## src/rtl/uart_rx_byte_fifo.sv

```systemverilog
// UART receiver with a 2-flop synchroniser and oversampled start/data/stop validation.
// Received bytes go into a first-word-fall-through FIFO that the consumer drains with valid/ready.
module uart_rx_byte_fifo #(
  parameter int CLOCK_FREQ = 50000000,
  parameter int BAUD_RATE  = 9600,
  parameter int OVERSAMPLE = 16,
  parameter int FIFO_DEPTH = 4
) (
  input  logic                        clk,
  input  logic                        rst_n,
  input  logic                        rx,
  input  logic                        start_rx,
  output logic [7:0]                  data_out,
  output logic                        data_valid,
  input  logic                        data_ready,
  output logic [$clog2(FIFO_DEPTH):0] fifo_count,
  output logic                        frame_err,
  output logic                        overrun
);
  localparam int DIV   = CLOCK_FREQ / (BAUD_RATE * OVERSAMPLE);
  localparam int DIV_W = (DIV > 1) ? $clog2(DIV) : 1;
  localparam int OVS_W = $clog2(OVERSAMPLE);
  localparam int PTR_W = $clog2(FIFO_DEPTH);
  localparam int CNT_W = PTR_W + 1;

  typedef enum logic [1:0] {IDLE, START, DATA, STOP} state_e;

  logic [1:0]       rxSync_q;
  logic             rxs;
  state_e           state_q;
  logic [DIV_W-1:0] divCnt_q;
  logic [OVS_W-1:0] tickCnt_q;
  logic [2:0]       bitCnt_q;
  logic [7:0]       shift_q;
  logic             frameErr_q;
  logic             overrun_q;
  logic [7:0]       mem_q [FIFO_DEPTH];
  logic [PTR_W-1:0] wrPtr_q, wrPtr_d;
  logic [PTR_W-1:0] rdPtr_q, rdPtr_d;
  logic [CNT_W-1:0] count_q, count_d;
  logic             tick, stopSample, full, push, pop;

  // Synchroniser flops idle high so a reset never looks like a start bit.
  always_ff @(posedge clk or negedge rst_n) begin
    if (!rst_n) rxSync_q <= 2'b11;
    else        rxSync_q <= {rxSync_q[0], rx};
  end

  assign rxs        = rxSync_q[1];
  assign tick       = (state_q != IDLE) && (divCnt_q == DIV_W'(DIV - 1));
  assign stopSample = (state_q == STOP) && tick && (tickCnt_q == OVS_W'(OVERSAMPLE - 1));
  assign full       = (count_q == CNT_W'(FIFO_DEPTH));
  assign pop        = data_valid && data_ready;
  assign push       = stopSample && rxs && (!full || pop);

  always_ff @(posedge clk or negedge rst_n) begin
    if (!rst_n) begin
      state_q    <= IDLE;
      divCnt_q   <= '0;
      tickCnt_q  <= '0;
      bitCnt_q   <= '0;
      shift_q    <= '0;
      frameErr_q <= 1'b0;
      overrun_q  <= 1'b0;
    end else begin
      frameErr_q <= stopSample && !rxs;
      overrun_q  <= stopSample && rxs && full && !pop;
      if (state_q == IDLE || tick) divCnt_q <= '0;
      else                         divCnt_q <= divCnt_q + 1'b1;
      case (state_q)
        IDLE: begin
          if (start_rx && !rxs) begin
            state_q   <= START;
            tickCnt_q <= '0;
          end
        end
        // A start bit that is high again at its midpoint was only a glitch.
        START: begin
          if (tick) begin
            if (tickCnt_q == OVS_W'(OVERSAMPLE / 2 - 1)) begin
              tickCnt_q <= '0;
              bitCnt_q  <= '0;
              state_q   <= rxs ? IDLE : DATA;
            end else begin
              tickCnt_q <= tickCnt_q + 1'b1;
            end
          end
        end
        DATA: begin
          if (tick) begin
            if (tickCnt_q == OVS_W'(OVERSAMPLE - 1)) begin
              tickCnt_q <= '0;
              shift_q   <= {rxs, shift_q[7:1]};
              bitCnt_q  <= bitCnt_q + 1'b1;
              if (bitCnt_q == 3'd7) state_q <= STOP;
            end else begin
              tickCnt_q <= tickCnt_q + 1'b1;
            end
          end
        end
        STOP: begin
          if (tick) begin
            if (tickCnt_q == OVS_W'(OVERSAMPLE - 1)) begin
              tickCnt_q <= '0;
              state_q   <= IDLE;
            end else begin
              tickCnt_q <= tickCnt_q + 1'b1;
            end
          end
        end
        default: state_q <= IDLE;
      endcase
    end
  end

  always_comb begin
    wrPtr_d = wrPtr_q;
    rdPtr_d = rdPtr_q;
    count_d = count_q;
    if (push) wrPtr_d = wrPtr_q + 1'b1;
    if (pop)  rdPtr_d = rdPtr_q + 1'b1;
    if (push && !pop)      count_d = count_q + 1'b1;
    else if (pop && !push) count_d = count_q - 1'b1;
  end

  always_ff @(posedge clk or negedge rst_n) begin
    if (!rst_n) begin
      wrPtr_q <= '0;
      rdPtr_q <= '0;
      count_q <= '0;
      for (int i = 0; i < FIFO_DEPTH; i++) mem_q[i] <= '0;
    end else begin
      wrPtr_q <= wrPtr_d;
      rdPtr_q <= rdPtr_d;
      count_q <= count_d;
      if (push) mem_q[wrPtr_q] <= shift_q;
    end
  end

  assign data_out   = mem_q[rdPtr_q];
  assign data_valid = (count_q != '0);
  assign fifo_count = count_q;
  assign frame_err  = frameErr_q;
  assign overrun    = overrun_q;
endmodule

```

## config.mk

```make
export PLATFORM = sky130hd
export DESIGN_NAME = uart_rx_byte_fifo
export DESIGN_NICKNAME = d
export VERILOG_FILES = /design/src/rtl/uart_rx_byte_fifo.sv
export SDC_FILE = /design/constraint.sdc
export NUM_CORES = 1
export LEC_CHECK = 0
export ABC_AREA = 1
export CAP_MARGIN = 20
export CORE_MARGIN = 2
export CORE_UTILIZATION = 25
export CTS_CLUSTER_DIAMETER = 200
export DETAILED_ROUTE_END_ITERATION = 8
export GPL_ROUTABILITY_DRIVEN = 1
export GPL_TIMING_DRIVEN = 0
export HOLD_SLACK_MARGIN = 0.06
export PLACE_DENSITY_LB_ADDON = 0.12
export SLEW_MARGIN = 20
export SYNTH_ARGS = -nofsm -noshare
export SYNTH_HDL_FRONTEND = slang
export SYNTH_SLANG_ARGS = --single-unit
```

## constraint.sdc

```tcl
create_clock -name clk -period 5.1 [get_ports clk]
set_clock_uncertainty 0.05 [all_clocks]
set_input_delay 1.02 -clock clk [delete_from_list [all_inputs] [get_ports clk]]
set_output_delay 1.02 -clock clk [all_outputs]
set_load 0.02 [all_outputs]
```

# Yosys cells after proc, flatten, opt, wreduce, memory -nomap -nowiden
# Index checks and enable logic that the tools add are counted.
# totals
register_bits	69
in_bits	5
output_inout_bits	14
wordCells	103
# op_classes
addsub	7
n_lt_le_gt_ge	3
eq_ne	17
muxes	30
bitwise	2
n_reduce_logical	29
# ops
cell	count
bitwise mux 32 bit	1
two-way mux 8 bit	3
two-way mux 4 bit	5
two-way mux 2 bit	9
two-way mux 3 bit	6
binary-select mux 8 bit (select 2 bit)	1
demux 8 bit (select 2 bit)	1
logical AND 1 bit	13
inequality test 2 bit (second input constant)	6
one-hot mux 4 bit (3 select lines)	1
adder 9 x 1 -> 9 bit (second input constant)	1
equality test 9 bit (second input constant)	1
two-way mux 9 bit	1
one-hot mux 2 bit (4 select lines)	1
AND reduction 8 bit	1
adder 3 x 1 -> 3 bit (second input constant)	2
equality test 3 bit (second input constant)	2
>= comparator 3 bit (second input constant)	2
inequality test 2 x 1 -> 1 bit (second input constant)	3
inverter 2 -> 3 bit	2
one-hot mux 3 bit (2 select lines)	1
AND reduction 3 bit	2
nonzero test 2 bit	3
AND reduction 5 bit	1
other kinds (13)	19

# Longest topological paths before layout
# Gate-level depths: netlist of run 1.
# logic_depth
word_depth	10
ltp_mapped	16
mapped_depth_nobuf	16

# Worst setup path after synthesis of run 1
# No wires, ideal clock.
# synth_path
kind	input to register
startpoint	input port data_ready
endpoint	register count_q[2] (netlist: fifo_count[2])
setup_ns	0.131
arrival_ns	2.515
required_ns	4.919
slack_ns	2.404
path_stages	11
path_buffers	1
cell_sequence	nand2_2 nand3_1 buf_2 nand2_1 inv_1 ha_1 inv_1 fa_1 a21oi_1 o21ai_0 xor2_1
# synth_between
elab_chain_cells	6
elab_cells_between_ends	9
classes_between	mux (1); reduce/logical (8)
# synth_rtl
item	line_no	rtl
start, declared	15	input logic data_ready,
logical AND 1 bit (*)	53	assign pop = data_valid && data_ready;
logical OR 1 bit (*)	54	assign push = stopSample && rxs && (!full || pop);
logical AND 1 bit (*)	54	
net push	41	logic tick, stopSample, full, push, pop;
logical NOT 1 bit	123	else if (pop && !push) count_d = count_q - 1'b1;
logical AND 1 bit	123	
nonzero test 2 bit (no line)	--	
end signal, assigned	135	count_q <= count_d;
end, declared	40	logic [CNT_W-1:0] count_q, count_d;
# The timed path passes the listed nets; every way through them passes the cells marked *.
# A chain may end at the register's enable or synchronous reset.

# Worst setup path in the final report of run 1
# layout_path
startpoint	register rdPtr_q[0]
endpoint	output port data_out[3]
# layout_between
elab_chain_cells	4
# layout_rtl
item	line_no	rtl
start, declared	39	logic [PTR_W-1:0] rdPtr_q, rdPtr_d;
start signal, assigned	134	rdPtr_q <= rdPtr_d;
inverter 2 -> 3 bit (implied by the code)	140	assign data_out = mem_q[rdPtr_q];
binary-select mux 8 bit (select 2 bit)	140	
two-way mux 8 bit (implied by the code) (2 in series)	140	
end, declared	13	output logic [7:0] data_out,
# Every way passes these cells. The select of a mux whose other input is x is not followed.

==> impl_metrics.py, run 1 <==
metrics = {
    "global_routing": {
        "grt_pass1_wl_um": 14400,
        "grt_util_all_layers_pct": 12.8,
        "overflow": 0,
        "grt_pass1_vias": 2720,
        "grt_max_degree": 39,
        "antenna_found_initial": 0,
    },
    "die": {
        "die_area_um2": 14600,
        "core_um2": 13300,
        "num_rows": 42,
        "start_util_pct": 25.7,
        "die_x_um": 121,
        "io_pins": 19,
        "die_h_um": 121,
    },
    "layout": {
        "fillers": 1401,
        "n_antenna_cell": 0,
        "layout.nets": 439,
        "syn2layout_area_growth_pct": 21.3,
        "design_area_um2": 4150,
        "drive_above_1_share_pct": 11.9,
        "regArea_um2": 1730,
        "fin_cells": 604,
        "multi_input_area_um2": 1470,
    },
    "detailed_routing": {
        "routedWlPerCell_um": 14.3,
        "routed_wl_um": 8620,
        "vias_per_cell": 4.55,
        "firstDrtPassIters": 4,
        "drc": 0,
        "drt_iter0_drc": 175,
        "antenna_left": 0,
        "vias": 2748,
    },
    "setup_path": {
        "crit_path_start_kind": "flip-flop",
        "crit_top_cell": "clkbuf_1",
        "arrival_ps": 2580,
        "cp_max_fo": 10,
        "crit_type": "reg2out",
        "cp_slowest_cell": "clkdlybuf4s50_1",
        "r2r_setup_slack_ps": 2380,
        "cp.required_ps": 4030,
        "cp_cell_sequence": "clkbuf_1 > inv_1 > clkbuf_1 > nor2_1 > o22ai_1 > clkdlybuf4s50_1",
        "end_kind": "output pin",
        "slowest_delay_ps": 640,
    },
    "worst_hold_path": {
        "min_path_type": "reg2reg",
    },
    "sta": {
        "hold_ws_ps": 304,
        "relSlewSlack_pct": 56.9,
        "tns_ps": 0,
        "maxSlewViolCount": 0,
        "hold_viol": 0,
        "period_share_pct": 71.6,
        "tightest_slew_ps": 643,
        "finalCriticalPeriod_ps": 3650,
        "fmax_mhz": 274,
        "setup_viol": 0,
        "rsz0062_at_grt": "no",
    },
    "yosys": {
        "synth_fa_ha_area_share_pct": 4.24,
        "async_reset_ff_share_pct": 100,
        "synth-simple-area-share_pct": 29.4,
        "synthesis.area_um2": 3420,
        "ys_types": 32,
        "avgSynthCellArea_um2": 8.71,
        "yosysSeqAreaShare_pct": 50.5,
        "synth_edf_count": 0,
        "synthMuxAreaShare_pct": 0.329,
        "synthFlopType": "dfrtp_1",
        "syn_inst": 393,
        "synth_top_family_by_area": "simple AND/OR/NAND/NOR gates",
        "synth-xor-area-share_pct": 1.02,
        "synth-seq-cells": 69,
        "ys_warn_count": 0,
        "synth_compound_area_share_pct": 7.82,
        "synthesis.nets": 409,
    },
    "place": {
        "place_area_um2": 3840,
        "placedCellCount": 588,
        "gp_congestion": 0.745,
        "dp_hpwl_um": 5970,
        "io_buffers": 18,
    },
    "status": {
        "status": "completed",
    },
    "power": {
        "max-vdd-ir-drop_uv": 190,
        "p_leak_nw": 1.97,
        "p_int_mw": 1.16,
        "comb_power_share_pct": 27.7,
        "pwr-share-seq_pct": 34.3,
        "total_power_mw": 1.72,
        "switching_share_pct": 32.3,
        "p_sw_mw": 0.555,
        "p_per_area_nw_per_um2": 413,
        "clkPwrFrac_pct": 38.0,
    },
    "clock_network": {
        "cts_tree": "built",
        "cts_resized": 0,
        "path_clk_slew_ps": 60,
        "root_buffer": "clkbuf_16",
        "cts_setup_buffers": 0,
        "worstSkewPairLatency_ps": 330,
        "clock-sinks": 69,
        "clock_path_buffers": 2,
        "cts_buffers": 9,
        "postCtsHoldBufs": 0,
        "cts-htree-levels": 3,
    },
    "run": {
        "cap_violations": 0,
    },
}
critical path, delay by kind of cell (launching register included):
| kind | cells | cell delay [ps] |
|---|---|---|
| compound gates | 1 | 230 |
| buf+inv | 4 | 1570 |
| flops | 1 | 360 |
| simple gates | 1 | 100 |
cells in the mapped netlist, types with 2 or more instances:
library cell | count | area (um^2)
nor2_4 | 2 | 22.5
inv_1 | 32 | 120
inv_2 | 2 | 7.51
nand4_1 | 34 | 213
dfstp_2 | 2 | 52.6
buf_2 | 8 | 40.0
nand2_2 | 4 | 25.0
nor2_2 | 2 | 12.5
nand2_1 | 101 | 379
clkbuf_1 | 4 | 15.0
xor2_1 | 3 | 26.3
nor2_1 | 35 | 131
ha_1 | 10 | 125
a21oi_1 | 9 | 45.0
buf_6 | 4 | 45.0
o22ai_1 | 8 | 50.1
o21ai_0 | 24 | 120
nor3_1 | 6 | 30.0
nand4_2 | 5 | 62.6
nand3_1 | 12 | 60.1
o21ai_1 | 9 | 45.0
dfrtp_1 | 67 | 1680
routing by layer:
metal  global-route usage, %  part of all wire (%)  vias up
li1                        -                     -     1382
met1                    18.0                    50     1320
met2                    19.7                    45       38
met3                    2.30                   3.2        8
met4                    4.36                   1.3        0
met5                       0                     0        -
metrics by stage:
stage / util, % / setup slack, ps
5_1_grt: 31.2 / 1200
4_1_cts: 31.2 / 1400
3_3_place_gp: 28.8 / 234
6_report: 31.2 / 1450
3_5_place_dp: 28.9 / 1610
2_1_floorplan: - / 2400
power by group through the flow:
stage	Clock, mW	Sequential [mW]	Combinational [mW]
2_1_floorplan	0	0.612	0.256
3_3_place_gp	0	0.599	0.480
3_5_place_dp	0	0.599	0.481
4_1_cts	0.670	0.589	0.483
5_1_grt	0.699	0.592	0.526
6_report	0.653	0.588	0.476
flip-flops by register name, summed over array words and instances, names as in the netlist, named ones only:
register,cells
rxSync_q,2
frame_err,1
state_q,1
overrun,1
rdPtr_q,2
bitCnt_q,3
fifo_count,3
wrPtr_q,2
tickCnt_q,4
divCnt_q,9
shift_q,8
mem_q,32
layout by cell type (no fill, tap or decap), drive strengths merged, types with 6 or more instances in the layout:
cell             n
nand4           40
nand2          105
nand3           13
nor2            40
nor3             6
dfrtp           67
o21ai           33
clkdlybuf4s50   17
a21oi            9
clkbuf          15
inv             34
o22ai            8
ha              10
buf             14
cell type report:
class                   instances  area share, %
repair buffers                 19           4.76
clock buffers                  11           6.09
plain buffers                  16           2.41
inverters                      34           3.07
flip-flops and latches         69           41.6
multi-input cells             274           35.3
clock inverters                 5           1.42
well taps                     176           5.30
path summary, 6_finish.rpt:
check / startpoint / end / depth (start not counted)
setup / recovery: rdPtr_q[0]$_DFFE_PN0N_ / data_out[3] / 6
hold / removal: rxSync_q[0]$_DFF_PN1_ / rxSync_q[1]$_DFF_PN1_ / 0
setup reg to reg: divCnt_q[0]$_DFF_PN0_ / fifo_count[2]$_DFFE_PN0P_ / 16
hold reg to reg: rxSync_q[0]$_DFF_PN1_ / rxSync_q[1]$_DFF_PN1_ / 0
max in group asynchronous: rst_n / rxSync_q[0]$_DFF_PN1_ / 2
min in group asynchronous: rst_n / tickCnt_q[2]$_DFFE_PN0P_ / 1
kinds of logic (layout without fill, tap and decap cells):
group | count (synthesis) | in the layout
flip-flops | 69 | 69
XOR/XNOR | 4 | 4
AO/OA/AOI/OAI | 51 | 51
buffers and inverters | 50 | 85
multiplexers | 1 | 1
AND/OR/NAND/NOR | 207 | 207
adder cells (fa/ha/maj) | 11 | 11
(Power assumes the default switching activity.)
==> run 2: changes to the inputs <==
==> constraint.sdc (replaced) <==
create_clock -name clk -period 2.9 [get_ports clk]
set_clock_uncertainty 0.05 [all_clocks]
set_input_delay 0.58 -clock clk [delete_from_list [all_inputs] [get_ports clk]]
set_output_delay 0.58 -clock clk [all_outputs]
set_load 0.02 [all_outputs]
==> impl_metrics.py, run 2 (synthesis results as in run 1) <==
metrics = {
    "status": {
        "status": "completed",
    },
    "global_routing": {
        "use_met1_pct": 18.1,
        "grt_max_degree": 39,
        "grt_util_all_layers_pct": 12.8,
        "grt_use_met2_pct": 19.6,
        "antenna_found_initial": 0,
        "top_usage_layer": "met2",
        "overflow": 0,
        "met3_usage_pct": 2.30,
        "grt_pass1_wl_um": 14400,
        "grt_pass1_vias": 2717,
    },
    "clock_network": {
        "path_clk_slew_ps": 60,
        "worstSkewPairLatency_ps": 330,
        "root_buffer": "clkbuf_16",
        "cts-htree-levels": 3,
        "postCtsHoldBufs": 0,
        "clock-sinks": 69,
        "cts_tree": "built",
        "clock_path_buffers": 2,
        "cts_buffers": 9,
    },
    "setup_path": {
        "path_delay_family": "buffers and inverters",
        "cp.required_ps": 2270,
        "crit_type": "reg2out",
        "arrival_ps": 2050,
        "r2r_setup_slack_ps": 300,
        "critPathBufInv": 3,
        "rr_startpoint": "divCnt_q[0]$_DFF_PN0_",
        "cp_slowest_cell": "clkdlybuf4s50_1",
        "r2r_end": "fifo_count[2]$_DFFE_PN0P_",
        "end_kind": "output pin",
        "slowest_delay_ps": 630,
        "cp_cell_sequence": "clkbuf_1 > inv_2 > o21ai_0 > o22ai_1 > clkdlybuf4s50_1",
        "crit_path_start_kind": "flip-flop",
        "r2r_cells": 16,
        "cp_max_fo": 10,
    },
    "layout": {
        "syn2layout_area_growth_pct": 22.0,
        "top_regs": "mem_q x32, divCnt_q x9, shift_q x8",
        "largest_register_ffs": 32,
        "layout_commonest_cell": "nand2_1",
        "n_antenna_cell": 0,
        "most-common-layout-cells": "101 x nand2_1, 66 x dfrtp_1, 35 x nor2_1, 34 x nand4_1, 30 x inv_1",
        "post-route-util_pct": 31.4,
        "fin_cells": 607,
        "fillers": 1410,
        "layout.nets": 442,
        "top_register": "mem_q",
        "drive_above_1_share_pct": 13.9,
    },
    "power": {
        "max-vdd-ir-drop_uv": 333,
        "total_power_mw": 3.00,
        "p_per_area_nw_per_um2": 719,
        "p_leak_nw": 2.01,
    },
    "detailed_routing": {
        "firstDrtPassIters": 6,
        "drt_iter0_drc": 175,
        "routedWlPerCell_um": 14.3,
        "drc": 0,
        "antenna_left": 0,
        "vias": 2744,
        "vias_per_cell": 4.52,
        "routed_wl_um": 8670,
    },
    "sta": {
        "period_share_pct": 92.5,
        "hold_viol": 0,
        "rsz0062_at_grt": "no",
        "hold_ws_ps": 140,
        "maxSlewViolCount": 0,
        "setup_viol": 0,
        "tightest_slew_ps": 650,
        "finalCriticalPeriod_ps": 2680,
        "relSlewSlack_pct": 56.4,
        "fmax_mhz": 373,
        "tns_ps": 0,
    },
    "run": {
        "cap_violations": 0,
    },
    "place": {
        "dp_hpwl_um": 5970,
        "placedCellCount": 588,
        "gp_congestion": 0.745,
        "io_buffers": 18,
    },
    "die": {
        "die_h_um": 121,
        "core_um2": 13300,
        "io_pins": 19,
        "start_util_pct": 25.7,
        "num_rows": 42,
        "die_x_um": 121,
        "die_area_um2": 14600,
    },
    "worst_hold_path": {
        "min_path_type": "in2async",
    },
}
run 2: through the flow:
step                instance area, um^2  setup WS, ps
CTS                                4150          91.0
detailed placement                 3840          -151
global route                       4180          21.5
finish                             4180           219
global placement                   3820         -1530
floorplan                          3420           433
run 2: where the power goes:
| part | internal (mW) | switching [mW] | total (mW) |
|---|---|---|---|
| Clock | 0.713 | 0.436 | 1.15 |
| Combinational | 0.305 | 0.492 | 0.797 |
| Sequential | 1.00 | 0.0521 | 1.06 |
| Total | 2.02 | 0.980 | 3.00 |
run 2: layout make-up:
| type | instances | area, um^2 | area share [%] |
|---|---|---|---|
| sequential | 69 | 1730 | 41.4 |
| multi-input combinational | 274 | 1470 | 35.1 |
| clock buffer | 11 | 253 | 6.05 |
| timing repair buffer | 23 | 221 | 5.30 |
| tap | 176 | 220 | 5.27 |
| inverter | 34 | 128 | 3.06 |
| buffer | 15 | 98.8 | 2.37 |
| clock inverter | 5 | 58.8 | 1.41 |
run 2: repair_timing:
item,in CTS,in global routing
endpoints found under the setup margin,8,3
pin swaps,0,2
resized for setup,8,3
cloned,0,0
setup buffers,1,3
run 2: worst reg2reg max path: stages (launching register included):
cell     delay, ps
dfrtp_1        410
inv_1           70
ha_1           150
nand2_1         70
inv_1           60
nand2_1         90
nor2_4         150
nand4_4        140
nor2_8         170
nand2_1        100
inv_1           70
ha_1           140
inv_1           60
fa_1           380
a21oi_1        140
o21ai_1         90
xor2_1         140
run 2: worst max path at each step:
| stage | start | cells past startpoint | slack [ps] | end |
|---|---|---|---|---|
| after floorplan | fifo_count[0]$_DFFE_PN0P_ | 11 | 430 | fifo_count[1]$_DFFE_PN0P_ |
| after global placement | rst_n | 1 | -1530 | mem_q[8]$_DFFE_PN0P_ |
| after detailed placement | data_ready | 12 | -150 | fifo_count[2]$_DFFE_PN0P_ |
| after CTS | rdPtr_q[0]$_DFFE_PN0N_ | 4 | 90 | data_out[5] |
| after global routing | divCnt_q[0]$_DFF_PN0_ | 16 | 20 | fifo_count[2]$_DFFE_PN0P_ |
| final | rdPtr_q[1]$_DFFE_PN0N_ | 5 | 220 | data_out[6] |
run 2: routing by layer:
| layer | routed length (um) | part of all wire [%] |
|---|---|---|
| met5 | 0 | 0 |
| met4 | 109 | 1.3 |
| met3 | 299 | 3.4 |
| met2 | 3860 | 45 |
| met1 | 4400 | 51 |
==> run 3: changes to the inputs <==
--- a/config.mk
+++ b/config.mk
@@ -8,13 +8,13 @@
 export ABC_AREA = 1
 export CAP_MARGIN = 20
 export CORE_MARGIN = 2
-export CORE_UTILIZATION = 25
+export CORE_UTILIZATION = 40
 export CTS_CLUSTER_DIAMETER = 200
 export DETAILED_ROUTE_END_ITERATION = 8
 export GPL_ROUTABILITY_DRIVEN = 1
 export GPL_TIMING_DRIVEN = 0
 export HOLD_SLACK_MARGIN = 0.06
-export PLACE_DENSITY_LB_ADDON = 0.12
+export PLACE_DENSITY = 0.61
 export SLEW_MARGIN = 20
 export SYNTH_ARGS = -nofsm -noshare
 export SYNTH_HDL_FRONTEND = slang
==> impl_metrics.py, run 3 (synthesis results as in run 1) <==
metrics = {
    "clock_network": {
        "cts_tree": "built",
        "root_buffer": "clkbuf_8",
        "worstSkewPairLatency_ps": 340,
        "cts-htree-levels": 3,
        "clock-sinks": 69,
        "path_clk_slew_ps": 70,
        "clock_path_buffers": 2,
        "cts_buffers": 9,
    },
    "global_routing": {
        "grt_util_all_layers_pct": 18.6,
        "antenna_found_initial": 0,
        "grt_pass1_wl_um": 13200,
        "overflow": 0,
        "grt_pass1_vias": 2704,
        "grt_max_degree": 38,
    },
    "setup_path": {
        "cp.required_ps": 2270,
        "arrival_ps": 2130,
        "cp_max_fo": 10,
        "end_kind": "output pin",
        "crit_path_start_kind": "flip-flop",
        "crit_type": "reg2out",
    },
    "power": {
        "total_power_mw": 2.64,
        "p_per_area_nw_per_um2": 666,
        "max-vdd-ir-drop_uv": 385,
        "p_leak_nw": 1.93,
    },
    "detailed_routing": {
        "routedWlPerCell_um": 14.3,
        "vias": 2810,
        "vias_per_cell": 5.27,
        "routed_wl_um": 7630,
        "drt_iter0_drc": 166,
        "firstDrtPassIters": 5,
        "drc": 0,
        "antenna_left": 0,
    },
    "layout": {
        "design_area_um2": 3960,
        "layout_commonest_cell": "nand2_1",
        "most-common-layout-cells": "101 x nand2_1, 67 x dfrtp_1, 35 x nor2_1, 34 x nand4_1, 30 x inv_1",
        "n_antenna_cell": 0,
        "syn2layout_area_growth_pct": 15.6,
        "top_register": "mem_q",
        "largest_register_ffs": 32,
        "fin_cells": 533,
        "layout.nets": 439,
        "drive_above_1_share_pct": 13.1,
        "top_regs": "mem_q x32, divCnt_q x9, shift_q x8",
        "post-route-util_pct": 47.9,
    },
    "sta": {
        "relSlewSlack_pct": 58.3,
        "tns_ps": 0,
        "hold_ws_ps": 126,
        "rsz0062_at_grt": "no",
        "tightest_slew_ps": 621,
        "layout_setup_ws_ps": 142,
        "maxSlewViolCount": 0,
        "setup_viol": 0,
        "period_share_pct": 95.1,
        "hold_viol": 0,
        "finalCriticalPeriod_ps": 2760,
        "fmax_mhz": 363,
    },
    "place": {
        "dp_hpwl_um": 5270,
        "io_buffers": 18,
        "post-place-ws_ps": -113,
        "place_area_um2": 3750,
        "gp_congestion": 0.860,
        "placedCellCount": 517,
    },
    "die": {
        "die_h_um": 96.5,
        "die_x_um": 96.5,
        "io_pins": 19,
        "core_um2": 8260,
        "die_area_um2": 9310,
        "start_util_pct": 41.5,
        "num_rows": 33,
    },
    "run": {
        "cap_violations": 0,
    },
    "worst_hold_path": {
        "min_path_type": "in2async",
    },
    "status": {
        "status": "completed",
    },
}
[run 3: final cells by class]
class                   count  area [um^2]
multi-input cells         274         1470
repair buffers             20          201
clock buffers              10          138
fillers                   833         4300
clock inverters             6         62.6
flip-flops and latches     69         1730
well taps                 105          131
inverters                  34          128
plain buffers              15          101
[run 3: what timing repair did]
item | 4_1_cts | 5_1_grt
endpoints found under the setup margin | 8 | 3
pin swaps | 0 | 1
hold buffers | 0 | 0
setup buffers | 0 | 1
hold endpoints to repair | 0 | 0
gates resized for setup | 7 | 1
[run 3: worst max-delay path, cell delays in order (launching register included)]
cell	delay, ps
dfrtp_1	500
inv_2	190
clkbuf_4	230
nor2_1	60
o22ai_1	190
clkdlybuf4s50_1	630
[run 3: layer usage]
metal,global-route usage (%),routed length (um)
met2,28.9,3580
met1,26.5,3740
met4,7.28,112
met3,2.33,193
met5,0,0
[run 3: final timing paths]
path / startpoint / end / depth (start not counted) / slack (ps)
worst max-delay path: rdPtr_q[0]$_DFFE_PN0N_ / data_out[6] / 5 / 140
worst min-delay path: rst_n / tickCnt_q[1]$_DFFE_PN0P_ / 1 / 130
worst max register to register: divCnt_q[0]$_DFF_PN0_ / fifo_count[2]$_DFFE_PN0P_ / 16 / 250
worst min register to register: rxSync_q[0]$_DFF_PN1_ / rxSync_q[1]$_DFF_PN1_ / 0 / 310
max in group asynchronous: rst_n / rxSync_q[1]$_DFF_PN1_ / 2 / 2060
min in group clk: rxSync_q[0]$_DFF_PN1_ / rxSync_q[1]$_DFF_PN1_ / 0 / 310
[run 3: report_power, final]
group	total, mW	internal, mW	switching (mW)
Clock	0.793	0.417	0.376
Sequential	1.05	1.00	0.0503
Combinational	0.791	0.312	0.479
